[src/rtl/sad_disparity_scheduler_pkg.sv]
// Shared types and defaults for the stereo SAD disparity search blocks.
package stereo_pkg;

  localparam int MAX_DISP_DEF = 64;
  localparam int DISP_W_DEF   = 6;
  localparam int COL_W_DEF    = 10;
  localparam int SAD_W_DEF    = 12;

  localparam logic [SAD_W_DEF-1:0] SAD_MAX = '1;

  typedef enum logic [1:0] {
    IDLE,
    ISSUE,
    DRAIN,
    DONE
  } state_t;

endpackage

[src/rtl/sad_disparity_scheduler_min_tracker.sv]
// Running minimum / argmin register for SAD results; strict-less update keeps
// the smallest disparity on ties.
module sad_min_tracker
  import stereo_pkg::*;
#(
  parameter int DISP_W = DISP_W_DEF,
  parameter int SAD_W  = SAD_W_DEF
) (
  input  logic              clk,
  input  logic              rst_n,
  input  logic              clear,
  input  logic              upd,
  input  logic [SAD_W-1:0]  sad,
  input  logic [DISP_W-1:0] idx,
  output logic [SAD_W-1:0]  min_sad,
  output logic [DISP_W-1:0] best
);

  always_ff @(posedge clk or negedge rst_n) begin
    if (!rst_n) begin
      min_sad <= '0;
      best    <= '0;
    end else if (clear) begin
      min_sad <= '1;
      best    <= '0;
    end else if (upd && (sad < min_sad)) begin
      min_sad <= sad;
      best    <= idx;
    end
  end

endmodule

[src/rtl/sad_disparity_scheduler.sv]
// Walks one window job across the disparity range, issuing one candidate per
// cycle, and reports the disparity with the smallest returned SAD.
module sad_disparity_scheduler
  import stereo_pkg::*;
#(
  parameter int MAX_DISP = MAX_DISP_DEF,
  parameter int DISP_W   = DISP_W_DEF,
  parameter int COL_W    = COL_W_DEF,
  parameter int SAD_W    = SAD_W_DEF,
  parameter int SAD_LAT  = 1
) (
  input  logic              clk,
  input  logic              rst_n,
  input  logic              job_valid,
  output logic              job_ready,
  input  logic [COL_W-1:0]  job_col,
  output logic              sad_req_valid,
  output logic [DISP_W-1:0] sad_req_disp,
  input  logic              sad_rsp_valid,
  input  logic [SAD_W-1:0]  sad_rsp,
  output logic              res_valid,
  input  logic              res_ready,
  output logic [DISP_W-1:0] res_disp,
  output logic [SAD_W-1:0]  res_sad
);

  // The scheduler only counts responses, so any fixed latency >= 1 works.
  if ((SAD_LAT < 1) || (MAX_DISP < 2) || ((1 << DISP_W) < MAX_DISP)) begin : g_param_check
    $error("sad_disparity_scheduler: illegal parameter combination");
  end

  localparam logic [COL_W-1:0]  COL_CAP  = COL_W'(MAX_DISP - 1);
  localparam logic [DISP_W-1:0] DISP_CAP = DISP_W'(MAX_DISP - 1);

  state_t            state;
  logic [DISP_W-1:0] last;
  logic [DISP_W-1:0] rsp_cnt;
  logic [DISP_W-1:0] job_last;
  logic              accept;
  logic              rsp_live;

  // Never search past column 0 of the right image.
  assign job_last = (job_col > COL_CAP) ? DISP_CAP : DISP_W'(job_col);
  assign accept   = (state == IDLE) && job_valid;
  assign rsp_live = sad_rsp_valid && ((state == ISSUE) || (state == DRAIN));

  always_ff @(posedge clk or negedge rst_n) begin
    if (!rst_n) begin
      state         <= IDLE;
      job_ready     <= 1'b1;
      sad_req_valid <= 1'b0;
      sad_req_disp  <= '0;
      rsp_cnt       <= '0;
      last          <= '0;
      res_valid     <= 1'b0;
    end else begin
      case (state)
        IDLE: begin
          if (job_valid) begin
            last          <= job_last;
            sad_req_disp  <= '0;
            rsp_cnt       <= '0;
            sad_req_valid <= 1'b1;
            job_ready     <= 1'b0;
            state         <= ISSUE;
          end
        end
        ISSUE: begin
          if (sad_req_disp == last) begin
            sad_req_valid <= 1'b0;
            state         <= DRAIN;
          end else begin
            sad_req_disp <= sad_req_disp + 1'b1;
          end
          // The final response always lands in DRAIN, so ISSUE only advances.
          if (sad_rsp_valid && (rsp_cnt != last)) begin
            rsp_cnt <= rsp_cnt + 1'b1;
          end
        end
        DRAIN: begin
          if (sad_rsp_valid) begin
            if (rsp_cnt == last) begin
              res_valid <= 1'b1;
              state     <= DONE;
            end else begin
              rsp_cnt <= rsp_cnt + 1'b1;
            end
          end
        end
        DONE: begin
          if (res_ready) begin
            res_valid <= 1'b0;
            job_ready <= 1'b1;
            state     <= IDLE;
          end
        end
        default: begin
          state     <= IDLE;
          job_ready <= 1'b1;
        end
      endcase
    end
  end

  sad_min_tracker #(
    .DISP_W (DISP_W),
    .SAD_W  (SAD_W)
  ) u_min (
    .clk     (clk),
    .rst_n   (rst_n),
    .clear   (accept),
    .upd     (rsp_live),
    .sad     (sad_rsp),
    .idx     (rsp_cnt),
    .min_sad (res_sad),
    .best    (res_disp)
  );

endmodule

[config.mk]
export PLATFORM = sky130hd
export DESIGN_NAME = sad_disparity_scheduler
export DESIGN_NICKNAME = d
export VERILOG_FILES = /design/src/rtl/sad_disparity_scheduler_pkg.sv /design/src/rtl/sad_disparity_scheduler_min_tracker.sv /design/src/rtl/sad_disparity_scheduler.sv
export SDC_FILE = /design/constraint.sdc
export NUM_CORES = 1
export LEC_CHECK = 0
export CAP_MARGIN = 25
export CORE_UTILIZATION = 45
export CTS_BUF_LIST = sky130_fd_sc_hd__clkbuf_4
export DETAILED_ROUTE_END_ITERATION = 16
export DONT_BUFFER_PORTS = 1
export PLACE_DENSITY = 0.63
export SKIP_LAST_GASP = 1
export SYNTH_ARGS = -nofsm -noshare
export SYNTH_HDL_FRONTEND = slang
export SYNTH_SLANG_ARGS = --single-unit
[constraint.sdc]
create_clock -name clk -period 2.95 [get_ports clk]
set_clock_uncertainty 0.2 [all_clocks]
set_input_delay 0.1475 -clock clk [delete_from_list [all_inputs] [get_ports clk]]
set_output_delay 0.1475 -clock clk [all_outputs]
set_load 0.005 [all_outputs]
==> flow_summary.ini, run 1 <==
[critical_path]
crit_fanout = 9
worst_ep_required_time_ps = 2990
cp_data_arrival_time_ps = 2730
crit_chain = inv_1, ha_1, and2_0, nand2_1, o22a_1, dlygate4sd3_1
end_kind = flip-flop
slowest_stage = dlygate4sd3_1
critPathLaunchType = flip-flop
cp_slowest_stage_delay_ps = 560
reg2reg_setup_slack_ps = 260
path_class = flip-flop to flip-flop

[logic_synthesis]
syn_inst = 259
ys_seq_elements = 41
synth-seq-area-share_pct = 41.2
netlist_area_um2 = 2490
synth_compound_area_share_pct = 17.0
syn-num-nets = 303
synth_top_family_by_area = simple AND/OR/NAND/NOR gates
synth_fa_ha_area_share_pct = 8.53
synth_simple_gate_area_share_pct = 22.1
synth-edff-count = 0
ys.flop_type = dfrtp_1
synth_mux_area_share_pct = 1.66
synth-xor-area-share_pct = 4.22
syn_avg_cell_area_um2 = 9.62
synth_warnings = 0
yosys.cell_types.count = 52
async_reset_ff_share_pct = 100

[timing]
rsz0062_at_grt = false
fmax_mhz = 372
hold_viol = 0
period_share_pct = 91.1
tightestPinTransition_ps = 531
setup_ws_ps = 264
setup_viol = 0
slew_viol_final = 0
fin_setup_tns_ps = 0
post-route-min-period_ps = 2690
slew_headroom_pct = 64.6

[power]
ir_drop_uv = 286
cellLeakagePower_nw = 1.23
powerDensity_nw_per_um2 = 845

[grt]
grt_pass1_wl_um = 10200
grt_max_degree = 42
antenna_found_initial = 0
overflow = 0
grt_util_all_layers_pct = 21.9
grt_pass1_vias = 2081

[detailed_routing]
totalWireLength_um = 5790
drtPass1Iterations = 4
ant_nets = 0
vias = 2019
drc = 0
wl_per_cell_um = 15.9
viasPerCell = 5.55
drt_iter0_markers = 88

[placement]
gp_congestion = 0.828
dpl.hpwl_um = 4110
placed_area_um2 = 2560
preCtsSetupSlack_ps = 475
port_buffers = 0

[finish]
area_growth_pct = 17.6
finish.utilization_pct = 56.3
drive_gt1_share_pct = 12.2
final_cell_area_um2 = 2930
nets = 337
fillCellCount = 505
antenna_cells = 0

[die]
fp.dieH_um = 76.4
io-pin-count = 54
core_um2 = 5200
die-width_um = 76.4
initial_core_util_pct = 47.9
die_area_um2 = 5840
rows = 26

[clock_network]
clock_latency_ps = 350
cts_buffer_depth = 2
cts-root-buf = clkbuf_4
cts_buffers = 5
path_clk_slew_ps = 130
cts_tree = built
htree_levels = 2
numClockSinks = 41

[hold_path]
hp-class = primary input to flip-flop

[outcome]
status = finished, final reports clean

[run]
max_cap_violations = 0
## sequential cells by signal, indices dropped and copies added (netlist names)
register       cells
u_min.best         6
state              2
rsp_cnt            6
u_min.min_sad     12
sad_req_valid      1
res_valid          1
last               6
job_ready          1
sad_req_disp       6
## what timing repair did
item,CTS,global route
hold buffers,30,0
hold endpoints to repair,67,0
setup buffers,0,0
resized for setup,0,0
## logic make-up after synthesis
logic type / after synthesis
adders and majority gates: 17
xor gates and xnor gates: 12
AOI/OAI and AO/OA: 68
DFF: 41
and+or+nand+nor: 91
buffers and inverters: 26
muxes: 4
## layer usage
metal / part of all wire, % / track usage [%] / vias up / wire, um
met5: 0 / 0 / - / 0
met4: 1.1 / 6.54 / 0 / 63
met3: 4.2 / 4.67 / 6 / 242
met2: 46 / 35.0 / 39 / 2660
met1: 49 / 29.7 / 972 / 2820
li1: - / - / 1002 / -
## worst max-delay path, delay by kind of cell, from the launching register on
kind / cells / cell delay (ps)
buf+inv: 2 / 650
flops: 1 / 440
simple gates: 2 / 780
fa+ha+maj: 1 / 260
compound gates: 1 / 250
## cell usage after synthesis (all sizes together) (2+ instances only)
master	count	area, um2
nor2b	2	12.5
nand2	18	67.6
nor3b	2	20.0
o221ai	2	17.5
and3	2	12.5
nand3	38	245
buf	5	53.8
a21oi	17	85.1
nand4	3	25.0
nand3b	4	30.0
clkbuf	6	22.5
o21ai	30	154
o22a	7	61.3
xnor2	6	52.6
nor2	9	33.8
ha	17	213
mux2i	3	30.0
xor2	6	52.6
nor4	2	27.5
nand2b	4	25.0
inv	15	56.3
and2	2	12.5
dfrtp	40	1000
## power breakdown
part           leakage [nW]  switching [mW]  internal [mW]
combinational         0.711           0.664          0.548
clock                0.0300           0.190         0.0865
sequential            0.485           0.227          0.761
total                  1.23            1.08           1.40
## placed cells by master (no fill, tap or decap), drive strengths merged, types with 4 or more instances in the layout
cell,count
o22a,7
inv,15
nand2b,4
xnor2,6
nand3b,4
o21ai,30
buf,9
dlygate4sd3,29
xor2,6
nand2,18
nor2,9
a21oi,17
dfrtp,40
clkbuf,5
ha,17
nand3,38
## final cells by class
class | count | area (um2) | share of cell area, %
tap | 70 | 87.6 | 2.99
clock inverter | 3 | 12.5 | 0.427
timing repair buffer | 38 | 378 | 12.9
sequential | 41 | 1030 | 35.0
multi-input combinational | 192 | 1330 | 45.5
clock buffer | 5 | 37.5 | 1.28
inverter | 15 | 56.3 | 1.92
## per-stage QoR
step	std cells	hold slack [ps]	power, mW
after floorplan	259	-348	1.89
after global placement	326	-347	2.12
after detailed placement	326	-347	2.15
after CTS	364	38.6	2.50
after global routing	364	56.9	2.71
final	364	48.5	2.48
## path summary, 6_finish.rpt
check,startpoint,endpoint,cells past startpoint
max,state[0]$_DFFE_PN0P_,last[1]$_DFFE_PN0P_,6
min,sad_rsp_valid,u_min.min_sad[5]$_DFFE_PN0P_,5
max reg2reg,state[0]$_DFFE_PN0P_,last[1]$_DFFE_PN0P_,6
min reg2reg,job_ready$_DFFE_PN1P_,job_ready$_DFFE_PN1P_,2
max in group asynchronous,rst_n,job_ready$_DFFE_PN1P_,2
min in group asynchronous,rst_n,rsp_cnt[5]$_DFFE_PN0P_,2
Power figures use the tool's default switching activity.
==> inputs of run 2 (changes only) <==
- GPL_TIMING_DRIVEN: not set -> 0
==> run 2 against run 1 <==
Core utilization increased by 0.48 points. Register-to-register slack better by 160 ps. Clock power rose by 12%. Sequential cell count stayed put. Non-clock buffer count rose by 4. Worst hold slack worse by 34 ps. Combinational power about the same. Wire length increased by 1.2%. Clock-buffer cell count grew 2. Critical endpoint is now job_ready$_DFFE_PN1P_.
==> flow_summary.ini, run 2 (synthesis gave the netlist of run 1 again) <==
[outcome]
status = finished, final reports clean

[timing]
fin_setup_tns_ps = 0
rsz0062_at_grt = false
slew_headroom_pct = 66.5
setup_ws_ps = 427
slew_viol_final = 0
whs_ps = 14.1
tightestPinTransition_ps = 502
fmax_mhz = 396
post-route-min-period_ps = 2520
period_share_pct = 85.5
setup_viol = 0
hold_viol = 0

[hold_path]
hp-class = primary input to async pin

[critical_path]
crit_chain = inv_1, ha_1, nand2b_1, a21oi_1, dlygate4sd3_1, nor2_1, dlygate4sd3_1
worst_ep_required_time_ps = 3060
crit_top_cell = dlygate4sd3_1
path_class = flip-flop to flip-flop
crit_fanout = 6
cp_slowest_stage_delay_ps = 550
end_kind = flip-flop
reg2reg_setup_slack_ps = 430
slowest_stage = dlygate4sd3_1
cp_data_arrival_time_ps = 2630
critPathLaunchType = flip-flop

[placement]
placed_area_um2 = 2580
gp_congestion = 0.764
preCtsSetupSlack_ps = 521
port_buffers = 0
dpl.hpwl_um = 4050

[grt]
grt_max_degree = 42
antenna_found_initial = 0
overflow = 0
grt_pass1_vias = 1995
grt_pass1_wl_um = 9830
grt_util_all_layers_pct = 21.5

[die]
die_area_um2 = 5840
core_um2 = 5200
die-width_um = 76.4
io-pin-count = 54
fp.dieH_um = 76.4
rows = 26
initial_core_util_pct = 47.9

[finish]
regMostFlops = u_min.min_sad
final_cell_area_um2 = 2960
mostFrequentLayoutCells = dfrtp_1 (40), dlygate4sd3_1 (30), o21ai_0 (27), nand3_1 (27), nand2_1 (18)
nets = 341
antenna_cells = 0
largest_register_ff_count = 12
drive_gt1_share_pct = 11.1
area_growth_pct = 18.6
final_common_cell = dfrtp_1

[detailed_routing]
totalWireLength_um = 5860
drt_iter0_markers = 86
drc = 0
vias = 2075
ant_nets = 0
wl_per_cell_um = 15.9
viasPerCell = 5.64
drtPass1Iterations = 4

[power]
switchingPower_mw = 1.10
p_int_mw = 1.43
p_sw_share_pct = 43.3
ir_drop_uv = 359
cellLeakagePower_nw = 1.23
comb_power_share_pct = 48.8
powerDensity_nw_per_um2 = 855
p_seq_share_pct = 38.9
clock_power_share_pct = 12.3

[run]
max_cap_violations = 0

[clock_network]
clock_latency_ps = 370
ctsResizeCount = 0
cts_buffer_depth = 2
cts_tree = built
htree_levels = 2
cts-root-buf = clkbuf_4
path_clk_slew_ps = 130
numClockSinks = 41
cts_buffers = 5
run 2: cell count changes in the layout (fill, tap and decap cells not counted), sizes merged:
cell	delta
dlygate4sd3	+1
buf	-3
clkinv	-2
clkbuf	+8
run 2: metrics by stage:
stage	util [%]	instances	total power [mW]
floorplan	-	259	1.89
global placement	49.6	329	2.12
detailed placement	49.6	329	2.16
CTS	56.8	368	2.54
global route	56.8	368	2.77
finish	56.8	368	2.53
run 2: worst max-delay path: cells and delay by family, from the launching register on:
kind | cells | cell delay, ps
AOI/OAI and AO/OA | 1 | 160
DFF | 1 | 440
adders and majority gates | 1 | 270
buffers and inverters | 3 | 1190
and+or+nand+nor | 2 | 200
run 2: cell type report:
type	count	area, um2
buffer	11	76.3
sequential	41	1030
inverter	15	56.3
clock buffer	7	52.6
clock inverter	1	3.75
fill	471	2250
timing repair buffer	31	320
tap	70	87.6
multi-input combinational	192	1330
run 2: path summary, 6_finish.rpt:
path / from / end / depth (start not counted)
worst min register to register: u_min.best[0]$_DFFE_PN0P_ / u_min.best[0]$_DFFE_PN0P_ / 2
worst max-delay path: state[0]$_DFFE_PN0P_ / job_ready$_DFFE_PN1P_ / 7
worst max register to register: state[0]$_DFFE_PN0P_ / job_ready$_DFFE_PN1P_ / 7
worst min-delay path: rst_n / u_min.min_sad[6]$_DFFE_PN0P_ / 2
min in group clk: res_ready / res_valid$_DFFE_PN0P_ / 3
max in group asynchronous: rst_n / job_ready$_DFFE_PN1P_ / 2
run 2: power groups by stage:
stage | Clock (mW) | Sequential [mW] | Combinational (mW)
2_1_floorplan | 0 | 0.935 | 0.959
3_3_place_gp | 0 | 0.991 | 1.13
3_5_place_dp | 0 | 0.998 | 1.16
4_1_cts | 0.315 | 0.984 | 1.24
5_1_grt | 0.340 | 1.02 | 1.41
6_report | 0.310 | 0.984 | 1.23
run 2: per-layer routing:
metal	global-route usage, %	vias up	wire [um]
li1	-	1007	-
met1	29.1	1011	2820
met2	33.4	51	2710
met3	5.51	6	269
met4	7.31	0	70
met5	0	-	0
run 2: what timing repair did:
| action | 4_1_cts | 5_1_grt |
|---|---|---|
| setup buffers | 0 | 0 |
| hold endpoints to repair | 69 | 0 |
| hold buffers | 31 | 0 |
==> inputs of run 3 (changes only) <==
- ABC_AREA: not set -> 1
- CORE_UTILIZATION: 45 -> 60
- PLACE_DENSITY: 0.63 -> 0.79
==> run 3 against run 2 <==
Setup slack gained 100 ps. Cell count grew 16%. Area after synthesis grew 2.8%. First-iteration DRC count grew 19%. Register-to-register slack gained 100 ps. Sequential cell count is the same. Final area grew 0.93%. Global-route usage grew 4.2 points. Critical endpoint is now last[1]$_DFFE_PN0P_. Largest cell class unchanged.
==> flow_summary.ini, run 3 <==
[finish]
largest_register_ff_count = 12
final_common_cell = nand2_1
drive_gt1_share_pct = 9.31
nets = 419
regMostFlops = u_min.min_sad
antenna_cells = 0
area_growth_pct = 16.5
mostFrequentLayoutCells = nand2_1 (111), dfrtp_1 (40), inv_1 (38)

[grt]
overflow = 0
grt_max_degree = 42
grt_util_all_layers_pct = 25.7
grt_pass1_wl_um = 8590
grt_pass1_vias = 1943
antenna_found_initial = 0

[outcome]
status = finished, final reports clean

[timing]
slew_headroom_pct = 70.4
rsz0062_at_grt = false
tightestPinTransition_ps = 444
hold_viol = 0
setup_ws_ps = 531
setup_viol = 0
period_share_pct = 82.0
fin_setup_tns_ps = 0
slew_viol_final = 0
post-route-min-period_ps = 2420
fmax_mhz = 413

[critical_path]
crit_fanout = 10
path_class = flip-flop to flip-flop
crit_chain = inv_1, ha_1, nand2_1, inv_1, clkbuf_1, o21ai_0, dlygate4sd3_1, o21ai_0
critPathLaunchType = flip-flop
cp_data_arrival_time_ps = 2490
slowest_stage = dlygate4sd3_1
crit_buf_inv = 4
reg2reg_setup_slack_ps = 530
cp_slowest_stage_delay_ps = 580
worst_ep_required_time_ps = 3020
crit_family = buffers and inverters
end_kind = flip-flop

[clock_network]
path_clk_slew_ps = 130
numClockSinks = 41
clock_latency_ps = 350
cts_buffers = 5
cts_tree = built
postCtsSetupRepairBufs = 0
cts-root-buf = clkbuf_4
cts_buffer_depth = 2
htree_levels = 2

[logic_synthesis]
netlist_area_um2 = 2560
synth.most_common_cell = nand2_1
syn_inst = 341
ys_seq_elements = 41
synth-seq-area-share_pct = 40.1
syn_avg_cell_area_um2 = 7.51
synth_top_area_share_pct = 39.1
synth-edff-count = 0
synth_warnings = 0
yosys.cell_types.count = 25
netlist_top_cells_area = dfrtp_1 (39%), nand2_1 (16%), ha_1 (8.3%), nand3_1 (6.4%), inv_1 (5.6%)
synth_area_leader_cell = dfrtp_1
ys.flop_type = dfrtp_1
async_reset_ff_share_pct = 100
yosys-top-cells-count = nand2_1 (111), dfrtp_1 (40), inv_1 (38)
syn-num-nets = 385

[run]
max_cap_violations = 0

[die]
die_area_um2 = 4540
rows = 23
initial_core_util_pct = 63.2
core_um2 = 4060
io-pin-count = 54
die-width_um = 67.4
fp.dieH_um = 67.4

[placement]
port_buffers = 0
gp_congestion = 0.882
dpl.hpwl_um = 3800
preCtsSetupSlack_ps = 735

[hold_path]
hp-class = primary input to flip-flop

[detailed_routing]
drt_iter0_markers = 102
drtPass1Iterations = 4
vias = 2299
ant_nets = 0
viasPerCell = 5.40
drc = 0
wl_per_cell_um = 13.1
totalWireLength_um = 5570

[power]
ir_drop_uv = 604
total_power_mw = 2.68
powerDensity_nw_per_um2 = 900
cellLeakagePower_nw = 1.54
[run 3: cell types whose count changed after synthesis, sizes merged, moves of 4 or more]
cell	before	now
o22a	7	0
a21oi	17	10
inv	15	38
nand4	3	10
nand3	38	33
o21ai	30	25
nand2b	4	0
xnor2	6	0
nand3b	4	0
clkbuf	6	2
nand2	18	114
nor2	9	17
or2	1	16
[run 3: worst min-delay path, cell delays in order]
cell	delay, ps
nand2_1	70
nor3b_2	50
nand2_1	90
a21oi_4	60
nand4_1	70
nand2_1	40
[run 3: report_power, final]
group          internal (mW)  switching (mW)  total [mW]
sequential             0.781           0.231        1.01
clock                  0.176           0.190       0.365
combinational          0.514           0.793        1.31
[run 3: stage by stage]
stage,instances,cell area (um2),utilization (%),hold slack (ps)
finish,426,2980,73.5,2.15
global route,426,2980,73.5,17.0
CTS,426,2980,73.5,1.20
detailed placement,391,2630,64.7,-347
global placement,391,2630,64.7,-347
floorplan,341,2560,-,-348
[run 3: layout make-up]
class                           instances  area (um2)
Buffer                                  7        42.5
Clock buffer                            5        37.5
Clock inverter                          3        41.3
Fill cell                             308        1070
Inverter                               38         143
Multi-Input combinational cell        255        1350
Sequential cell                        41        1030
Tap cell                               50        62.6
Timing Repair Buffer                   27         280
[run 3: repair_timing]
item                      4_1_cts  5_1_grt
resized for setup               0        0
hold endpoints to repair       66        0
hold buffers                   27        0
[run 3: per-layer routing]
metal	GRT usage [%]	routed length, um	vias to the layer above
met4	7.98	65	0
met2	38.9	2650	58
met3	6.76	317	7
li1	-	-	1159
met5	0	0	-
met1	35.8	2540	1075
[run 3: logic make-up (layout without fill, tap and decap cells)]
family	after synthesis	count (layout)	share of synthesized area, %
AO/OA/AOI/OAI	36	36	7.72
adder cells (fa/ha/maj)	17	17	8.30
AND/OR/NAND/NOR	194	194	33.9
buffers and inverters	45	80	7.23
flip-flops	41	41	40.1
XOR/XNOR	8	8	2.73
[run 3: worst paths after layout]
check,startpoint,end,cells after the start
max,state[0]$_DFFE_PN0P_,last[1]$_DFFE_PN0P_,8
min in group asynchronous,rst_n,u_min.best[0]$_DFFE_PN0P_,2
max in group asynchronous,rst_n,job_ready$_DFFE_PN1P_,2
min reg2reg,res_valid$_DFFE_PN0P_,res_valid$_DFFE_PN0P_,2
max reg2reg,state[0]$_DFFE_PN0P_,last[1]$_DFFE_PN0P_,8
min,sad_rsp_valid,u_min.best[4]$_DFFE_PN0P_,6
